### src/rtl/dmem_pkg.sv
// Shared encodings and helpers for the core-to-bus data memory bridge.
// Size codes follow the core's Bit_S field; code 3 is handled as a word.
package dmem_pkg;

  localparam logic [1:0] SZ_BYTE = 2'd0;
  localparam logic [1:0] SZ_HALF = 2'd1;
  localparam logic [1:0] SZ_WORD = 2'd2;

  typedef enum logic [1:0] {
    ST_IDLE = 2'd0,
    ST_WAIT = 2'd1,
    ST_DONE = 2'd2
  } state_t;

  function automatic logic is_misaligned(input logic [1:0] size, input logic [1:0] lo);
    case (size)
      SZ_BYTE: return 1'b0;
      SZ_HALF: return lo[0];
      default: return lo != 2'b00;
    endcase
  endfunction

  function automatic logic [3:0] byte_en(input logic [1:0] size, input logic [1:0] lo);
    case (size)
      SZ_BYTE: return 4'b0001 << lo;
      SZ_HALF: return lo[1] ? 4'b1100 : 4'b0011;
      default: return 4'b1111;
    endcase
  endfunction

endpackage

### src/rtl/dmem_lane_align.sv
// Combinational lane steering: store data replicated across byte lanes,
// load data pulled from its lane and left-justified for the core.
module dmem_lane_align
  import dmem_pkg::*;
(
  input  logic [1:0]  wr_size,
  input  logic [31:0] wdata,
  input  logic [1:0]  rd_size,
  input  logic [1:0]  rd_lo,
  input  logic [31:0] rdata,
  output logic [31:0] wlane,
  output logic [31:0] rlane
);

  localparam int NUM_LANES = 4;

  logic [NUM_LANES-1:0][7:0] wl;
  logic [NUM_LANES-1:0][7:0] rb;

  assign rb    = rdata;
  assign wlane = wl;

  for (genvar i = 0; i < NUM_LANES; i++) begin : g_wlane
    assign wl[i] = (wr_size == SZ_BYTE) ? wdata[7:0] :
                   (wr_size == SZ_HALF) ? wdata[8*(i%2) +: 8] :
                                          wdata[8*i +: 8];
  end

  always_comb begin
    rlane = rdata;
    case (rd_size)
      SZ_BYTE: rlane = {rb[rd_lo], 24'b0};
      SZ_HALF: rlane = {(rd_lo[1] ? rdata[31:16] : rdata[15:0]), 16'b0};
      default: rlane = rdata;
    endcase
  end

endmodule

### src/rtl/dmem_bridge.sv
// Adapts the core's byte/half/word data port to a word-wide ready/ack bus,
// stalling the core while a transaction is outstanding.
module dmem_bridge
  import dmem_pkg::*;
#(
  parameter int TIMEOUT = 16,
  parameter int CNT_W   = 5
) (
  input  logic        clk,
  input  logic        rst,
  input  logic        cpu_cs,
  input  logic        cpu_w,
  input  logic        cpu_r,
  input  logic [31:0] cpu_addr,
  input  logic [31:0] cpu_wdata,
  input  logic [1:0]  cpu_size,
  output logic [31:0] cpu_rdata,
  output logic        cpu_stall,
  output logic        cpu_err,
  output logic        bus_req,
  output logic        bus_we,
  output logic [31:0] bus_addr,
  output logic [3:0]  bus_be,
  output logic [31:0] bus_wdata,
  input  logic [31:0] bus_rdata,
  input  logic        bus_ack
);

  state_t           state, state_nx;
  logic [CNT_W-1:0] cnt;
  logic             err_q, ld_q;
  logic [1:0]       sz_q, lo_q;
  logic [31:0]      wlane, rlane;
  logic             misal, tmo;

  assign misal     = is_misaligned(cpu_size, cpu_addr[1:0]);
  assign tmo       = (cnt == CNT_W'(TIMEOUT - 1));
  assign cpu_stall = cpu_cs && (state != ST_DONE);
  assign cpu_err   = (state == ST_DONE) && err_q;

  // Write side steers the live request; read side uses the latched request
  // because the data only arrives with the ack.
  dmem_lane_align u_lane (
    .wr_size (cpu_size),
    .wdata   (cpu_wdata),
    .rd_size (sz_q),
    .rd_lo   (lo_q),
    .rdata   (bus_rdata),
    .wlane   (wlane),
    .rlane   (rlane)
  );

  always_ff @(posedge clk or negedge rst) begin
    if (!rst) state <= ST_IDLE;
    else      state <= state_nx;
  end

  always_comb begin
    state_nx = state;
    case (state)
      ST_IDLE: if (cpu_cs) state_nx = misal ? ST_DONE : ST_WAIT;
      ST_WAIT: if (bus_ack || tmo) state_nx = ST_DONE;
      ST_DONE: state_nx = ST_IDLE;
      default: state_nx = ST_IDLE;
    endcase
  end

  always_ff @(posedge clk or negedge rst) begin
    if (!rst) begin
      bus_req   <= 1'b0;
      bus_we    <= 1'b0;
      bus_addr  <= '0;
      bus_be    <= '0;
      bus_wdata <= '0;
      cpu_rdata <= '0;
      err_q     <= 1'b0;
      cnt       <= '0;
      ld_q      <= 1'b0;
      sz_q      <= SZ_WORD;
      lo_q      <= 2'b00;
    end else begin
      case (state)
        ST_IDLE: begin
          cnt   <= '0;
          err_q <= 1'b0;
          if (cpu_cs) begin
            if (misal) begin
              err_q     <= 1'b1;
              cpu_rdata <= '0;
            end else begin
              // A store wins when both strobes are raised.
              bus_req   <= 1'b1;
              bus_we    <= cpu_w;
              bus_addr  <= {cpu_addr[31:2], 2'b00};
              bus_be    <= byte_en(cpu_size, cpu_addr[1:0]);
              bus_wdata <= wlane;
              ld_q      <= cpu_r && !cpu_w;
              sz_q      <= cpu_size;
              lo_q      <= cpu_addr[1:0];
            end
          end
        end
        ST_WAIT: begin
          if (bus_ack) begin
            bus_req <= 1'b0;
            if (ld_q) cpu_rdata <= rlane;
          end else if (tmo) begin
            bus_req   <= 1'b0;
            err_q     <= 1'b1;
            cpu_rdata <= '0;
          end else begin
            cnt <= cnt + 1'b1;
          end
        end
        ST_DONE: begin
          cnt   <= '0;
          err_q <= 1'b0;
        end
        default: ;
      endcase
    end
  end

endmodule

### config.mk
export PLATFORM = sky130hd
export DESIGN_NAME = dmem_bridge
export DESIGN_NICKNAME = d
export VERILOG_FILES = /design/src/rtl/dmem_pkg.sv /design/src/rtl/dmem_lane_align.sv /design/src/rtl/dmem_bridge.sv
export SDC_FILE = /design/constraint.sdc
export NUM_CORES = 1
export LEC_CHECK = 0
export BUFFER_PORTS_ARGS = -buffer_cell sky130_fd_sc_hd__buf_2
export CORE_MARGIN = 4
export CORE_UTILIZATION = 30
export CTS_BUF_LIST = sky130_fd_sc_hd__clkbuf_4
export DETAILED_ROUTE_END_ITERATION = 10
export PLACE_DENSITY_LB_ADDON = 0.2
export SKIP_CTS_REPAIR_TIMING = 1
export SLEW_MARGIN = 10
export SYNTH_ARGS = -nofsm -noshare
export SYNTH_HDL_FRONTEND = slang
export SYNTH_SLANG_ARGS = --single-unit
### constraint.sdc
create_clock -name clk -period 2.1 [get_ports clk]
set_input_delay 0.42 -clock clk [delete_from_list [all_inputs] [get_ports clk]]
set_output_delay 0.42 -clock clk [all_outputs]
set_load 0.01 [all_outputs]
==> flow_summary.toml, run 1 <==
[timing]
min_period_ns = 1.99
holdWs_ns = 0.116
fin_crit_sh_pct = 95.0
setup_viol = 0
slew_violations = 0
max_freq_mhz = 501
worstMarginPinSlew_ns = 1.06
hold_viol = 0
slew_headroom_pct = 28.6
grt_setup_unrepaired = "false"
finalClockSkew_ns = 0.0171

[floorplanning]
row_count = 47
pin_count = 208
die_y_um = 138
initial_utilization_pct = 30.7
die-area_um2 = 19100
core_um2 = 16600
die_w_um = 138

[worst_setup_path]
arrival_ns = 2.40
required_ns = 2.50
cp_max_fo = 6
timing.rr.start = "cnt[0]"
reg2reg_to = "cnt[2]"
r2r_cells = 7
path_class = "reg2reg"
r2r_setup_slack_ns = 0.11
end_kind = "flop"
cp-start-kind = "flop"

[clocking]
cts_max_level = 4
clock-sinks = 113
cts_tree = "yes"
insertion_delay_ns = 0.52
cts_buffers = 17
cts-root-buf = "clkbuf_4"
path_clk_slew_ns = 0.11
clockBufferDepth = 2

[routing]
ant_nets = 0
wire_per_inst_um = 16.6
dr.pass1.iters = 4
wirelength_um = 14500
drc = 0
num_vias = 4202
vias_per_cell = 4.82
drt-initial-drc-count = 161

[place]
place.gp.congestion = 0.784
port_buffers = 205
hpwl_um = 10800
place_inst = 839

[hold_path]
hold_depth = 2
hold_class = "in2reg"
holdPathEnd = "bus_addr[2]"
hold_start = "cpu_addr[2]"

[logic_synthesis]
synth_area_per_cell_um2 = 12.0
synth_area_leaders = "dfrtp_1, mux2_2, mux2i_1, a22o_1, o21ai_0"
yosysSeqAreaShare_pct = 55.6
yosys.area.top_type = "dfrtp_1"
syn_inst = 425
synth_area_um2 = 5090
ys_types = 41
synth-seq-cells = 113
yosys_warnings = 0
synthDominantCellAreaShare_pct = 55.0

[global_routing]
grt_max_degree = 59
grtUsageTotal_pct = 15.5
grt_pass1_wl_um = 23700
antenna_found_initial = 0
grt-ovfl-total = 0
first_global_vias = 4579

[power_and_ir_drop]
power.total_uw = 8620
p_per_area_nw_per_um2 = 1270
p_comb_share_pct = 38.9
leakage_uw = 0.00344
vdd_ir_drop_max_uv = 559
clockPowerShare_pct = 21.3
seqPwrFrac_pct = 39.8
internal_power_uw = 5490
p_sw_uw = 3130
p_sw_share_pct = 36.4

[cells_and_area]
final_nets = 749
num-fill-cells = 1653
drive_gt1_share_pct = 48.6
fin_cells = 872
antenna_cells_inserted = 0
synthToLayoutAreaGrowth_pct = 33.2

[run]
drv_cap = 0

[run_status]
outcome = "finished clean"
per-stage QoR:
stage	worst slack, ns	util (%)	TNS (ns)	instance area, µm²
after global placement	0.121	38.8	0	6430
after global routing	0.00224	40.9	0	6780
after detailed placement	0.0952	38.8	0	6430
final	0.106	40.9	0	6780
after CTS	-0.0561	40.7	-0.0561	6750
after floorplan	0.0893	-	0	5100
worst max-delay path by stage:
stage	depth (start not counted)	from	slack, ns	end
6_report	7	cnt[0]	0.11	cnt[2]
5_1_grt	7	cnt[1]	0.002	cnt[0]
4_1_cts	4	state[0]	-0.06	cpu_err
3_5_place_dp	7	cnt[0]	0.1	cnt[2]
3_3_place_gp	7	cnt[0]	0.12	cnt[2]
2_1_floorplan	7	cnt[0]	0.09	cnt[3]
cells in the final DEF (no fill, tap or decap), drive strengths merged, types with 2 or more instances in the layout:
master    count
a21o          2
and3          2
or2           2
a22oi         8
o2bb2ai      17
ha            6
mux2         50
clkinv        6
inv           9
conb          2
a222oi        8
a22o         25
o21ai        36
buf         224
clkbuf       18
clkinvlp      2
a21oi        15
nand2b        5
nor2         13
bufinv        4
nor3          2
a31oi         2
nand2        39
mux2i        24
nand3b        2
nand3         5
dfrtp       112
layer usage:
layer,part of all wire [%],global-route usage (%),up-vias
met3,9.2,7.22,17
met2,48,25.6,165
met4,1.0,4.37,0
met1,42,18.1,2018
li1,-,-,2002
met5,0,0,-
cell families after synthesis:
group / Yosys count / synth area share [%]
compound gates: 118 / 16.5
fa+ha+maj: 6 / 1.47
buf+inv: 38 / 3.78
flops: 113 / 55.6
mux: 74 / 15.8
other cells: 1 / 0.0736
simple gates: 75 / 6.85
power by group through the flow:
stage | clock network [µW] | registers, µW | logic [µW]
4_1_cts | 1920 | 3430 | 3400
5_1_grt | 2020 | 3530 | 3720
2_1_floorplan | 0 | 3710 | 1670
3_5_place_dp | 0 | 3460 | 3400
6_report | 1830 | 3430 | 3350
3_3_place_gp | 0 | 3430 | 3340
layout make-up:
| class | count | area, µm² | area share [%] |
|---|---|---|---|
| clock inverters | 14 | 186 | 2.75 |
| multi-input cells | 275 | 2100 | 31.0 |
| clock buffers | 18 | 135 | 1.99 |
| flip-flops and latches | 113 | 2830 | 41.7 |
| repair buffers | 225 | 1230 | 18.1 |
| inverters | 7 | 26.3 | 0.387 |
| well taps | 220 | 275 | 4.06 |
Yosys cell counts:
cell         n
dfrtp_1    112
mux2_2      50
nand2_1     39
o21ai_0     32
a22o_1      25
mux2i_1     24
o2bb2ai_1   17
a21oi_1     15
buf_2       13
nor2_1      11
a222oi_1     8
a22oi_1      8
clkbuf_1     8
inv_1        7
ha_1         6
nand2b_1     5
nand3_1      5
buf_1        4
o21ai_1      4
buf_4        3
buf_6        3
a31oi_1      2
and3_1       2
nand3b_1     2
nor2_2       2
nor3_1       2
or2_2        2
a21o_1       1
a21o_4       1
and2_1       1
and4_1       1
conb_1       1
dfstp_2      1
nand4_1      1
nor4_2       1
o2111ai_1    1
o21a_1       1
o21ba_2      1
o22ai_1      1
o41ai_1      1
or3b_1       1
state kept, by name, summed over array words and instances, names as in the netlist:
name and count:
bus_wdata 32, cpu_rdata 32, bus_addr 30, cnt 5
bus_be 4, lo_q 2, state 2, sz_q 2
bus_req 1, bus_we 1, err_q 1, ld_q 1
worst max-delay path, stage by stage, from the launching register on:
cell and delay [ns]:
dfrtp_1 0.40, ha_1 0.23, and3_1 0.19, ha_1 0.19, or3b_4 0.40, a21o_4 0.25
o21ai_0 0.15, o21ai_1 0.08
(Power assumes the default switching activity.)
==> inputs of run 2 (changes only) <==
Settings changed: CORE_UTILIZATION 30 to 45.
==> flow_summary.toml, run 2 (synthesis gave the netlist of run 1 again) <==
[power_and_ir_drop]
vdd_ir_drop_max_uv = 725
p_per_area_nw_per_um2 = 1250
leakage_uw = 0.00340

[floorplanning]
initial_utilization_pct = 46.6
core_um2 = 10900
die_w_um = 114
die-area_um2 = 13100
row_count = 38
pin_count = 208
die_y_um = 114

[clocking]
cts_buffers = 17
clock-sinks = 113
path_clk_slew_ns = 0.10
cts-root-buf = "clkbuf_4"
insertion_delay_ns = 0.50
cts_max_level = 4
clockBufferDepth = 2
cts_tree = "yes"

[cells_and_area]
final_nets = 746
reg_top3 = "bus_wdata x32, cpu_rdata x32, bus_addr x30"
antenna_cells_inserted = 0
synthToLayoutAreaGrowth_pct = 29.4
drive_gt1_share_pct = 48.0
fin_cells = 788
layout_common_cells = "buf_2, dfrtp_1, mux2_2"
mostFrequentLayoutCell = "buf_2"
design_area_um2 = 6590

[timing]
min_period_ns = 2.02
hold_viol = 0
setup_viol = 0
max_freq_mhz = 495
finalClockSkew_ns = 0.0132
slew_violations = 0
worstMarginPinSlew_ns = 0.898
slew_headroom_pct = 39.7
fin_crit_sh_pct = 96.3

[routing]
top_layer = "met4"
num_vias = 4232
drc = 0
dr.pass1.iters = 5
wl_met2_um = 6560
wirelength_um = 13400
wire_per_inst_um = 17.0
met1_length_um = 5350
vias_per_cell = 5.37
drt-initial-drc-count = 277
wl_met3_um = 1240
ant_nets = 0

[global_routing]
first_global_vias = 4244
antenna_found_initial = 0
grt_max_degree = 84
grt_pass1_wl_um = 21300
grtUsageTotal_pct = 20.8
grt-ovfl-total = 0

[worst_setup_path]
end_kind = "flop"
arrival_ns = 2.41
path_class = "reg2reg"
r2r_cells = 7
timing.rr.start = "cnt[0]"
r2r_setup_slack_ns = 0.08
cp-start-kind = "flop"
reg2reg_to = "cnt[2]"
required_ns = 2.49
crit_start = "cnt[0]"
cp_max_fo = 6

[place]
post_dp_cell_area_um2 = 6300
hpwl_um = 10100
port_buffers = 205
place.gp.congestion = 0.855
place_inst = 755

[hold_path]
hold_class = "in2reg"
hold_depth = 2
holdPathEnd = "bus_be[0]"
hold_start = "cpu_addr[1]"

[run_status]
outcome = "finished clean"

[run]
drv_cap = 0
==> run 2: changes by cell type in the layout (fill, tap and decap cells not counted) <==
cell / change
clkbuf_4: +3
clkinv_4: -2
clkinv_2: +2
bufinv_16: -2
buf_4: -3
clkinv_1: +2
clkinvlp_4: -2
inv_6: -2
==> run 2: worst max-delay path by stage <==
stage,cells after the start,to,slack [ns]
2_1_floorplan,7,cnt[3],0.09
3_3_place_gp,7,cnt[2],0.09
3_5_place_dp,7,cnt[2],0.05
4_1_cts,4,cpu_err,-0.03
5_1_grt,7,cnt[2],-0.009
6_report,7,cnt[2],0.08
==> run 2: worst max-delay path, stage by stage, from the launching register on <==
cell and delay, ns:
dfrtp_1 0.40, ha_1 0.23, and3_1 0.19, ha_1 0.19
or3b_4 0.40, a21o_4 0.25, o21ai_0 0.16, o21ai_1 0.08
==> run 2: final cells by class <==
class,instances,area [µm²]
inverters,7,26.3
fillers,943,4340
well taps,140,175
multi-input cells,275,2100
clock inverters,10,93.8
clock buffers,21,158
flip-flops and latches,113,2830
repair buffers,222,1210
==> run 2: per-stage QoR <==
| step | util, % | power, µW | hold slack (ns) | TNS (ns) | setup WS [ns] |
|---|---|---|---|---|---|
| after global placement | 57.6 | 6660 | 0.438 | 0 | 0.0940 |
| final | 60.3 | 8250 | 0.146 | 0 | 0.0781 |
| after global routing | 60.3 | 8870 | 0.0846 | -0.00878 | -0.00878 |
| after CTS | 59.9 | 8290 | -0.136 | -0.0345 | -0.0345 |
| after detailed placement | 57.6 | 6780 | 0.441 | 0 | 0.0499 |
| after floorplan | - | 5380 | 0.124 | 0 | 0.0893 |
==> run 2: metal layers <==
layer	vias to the layer above	track usage, %
li1	1985	-
met1	2038	25.6
met2	187	33.4
met3	22	7.93
met4	0	7.76
met5	-	0
==> run 2: report_power, final <==
part	internal, µW	switching, µW
registers	2950	465
clock network	728	774
logic	1560	1770
total	5240	3000
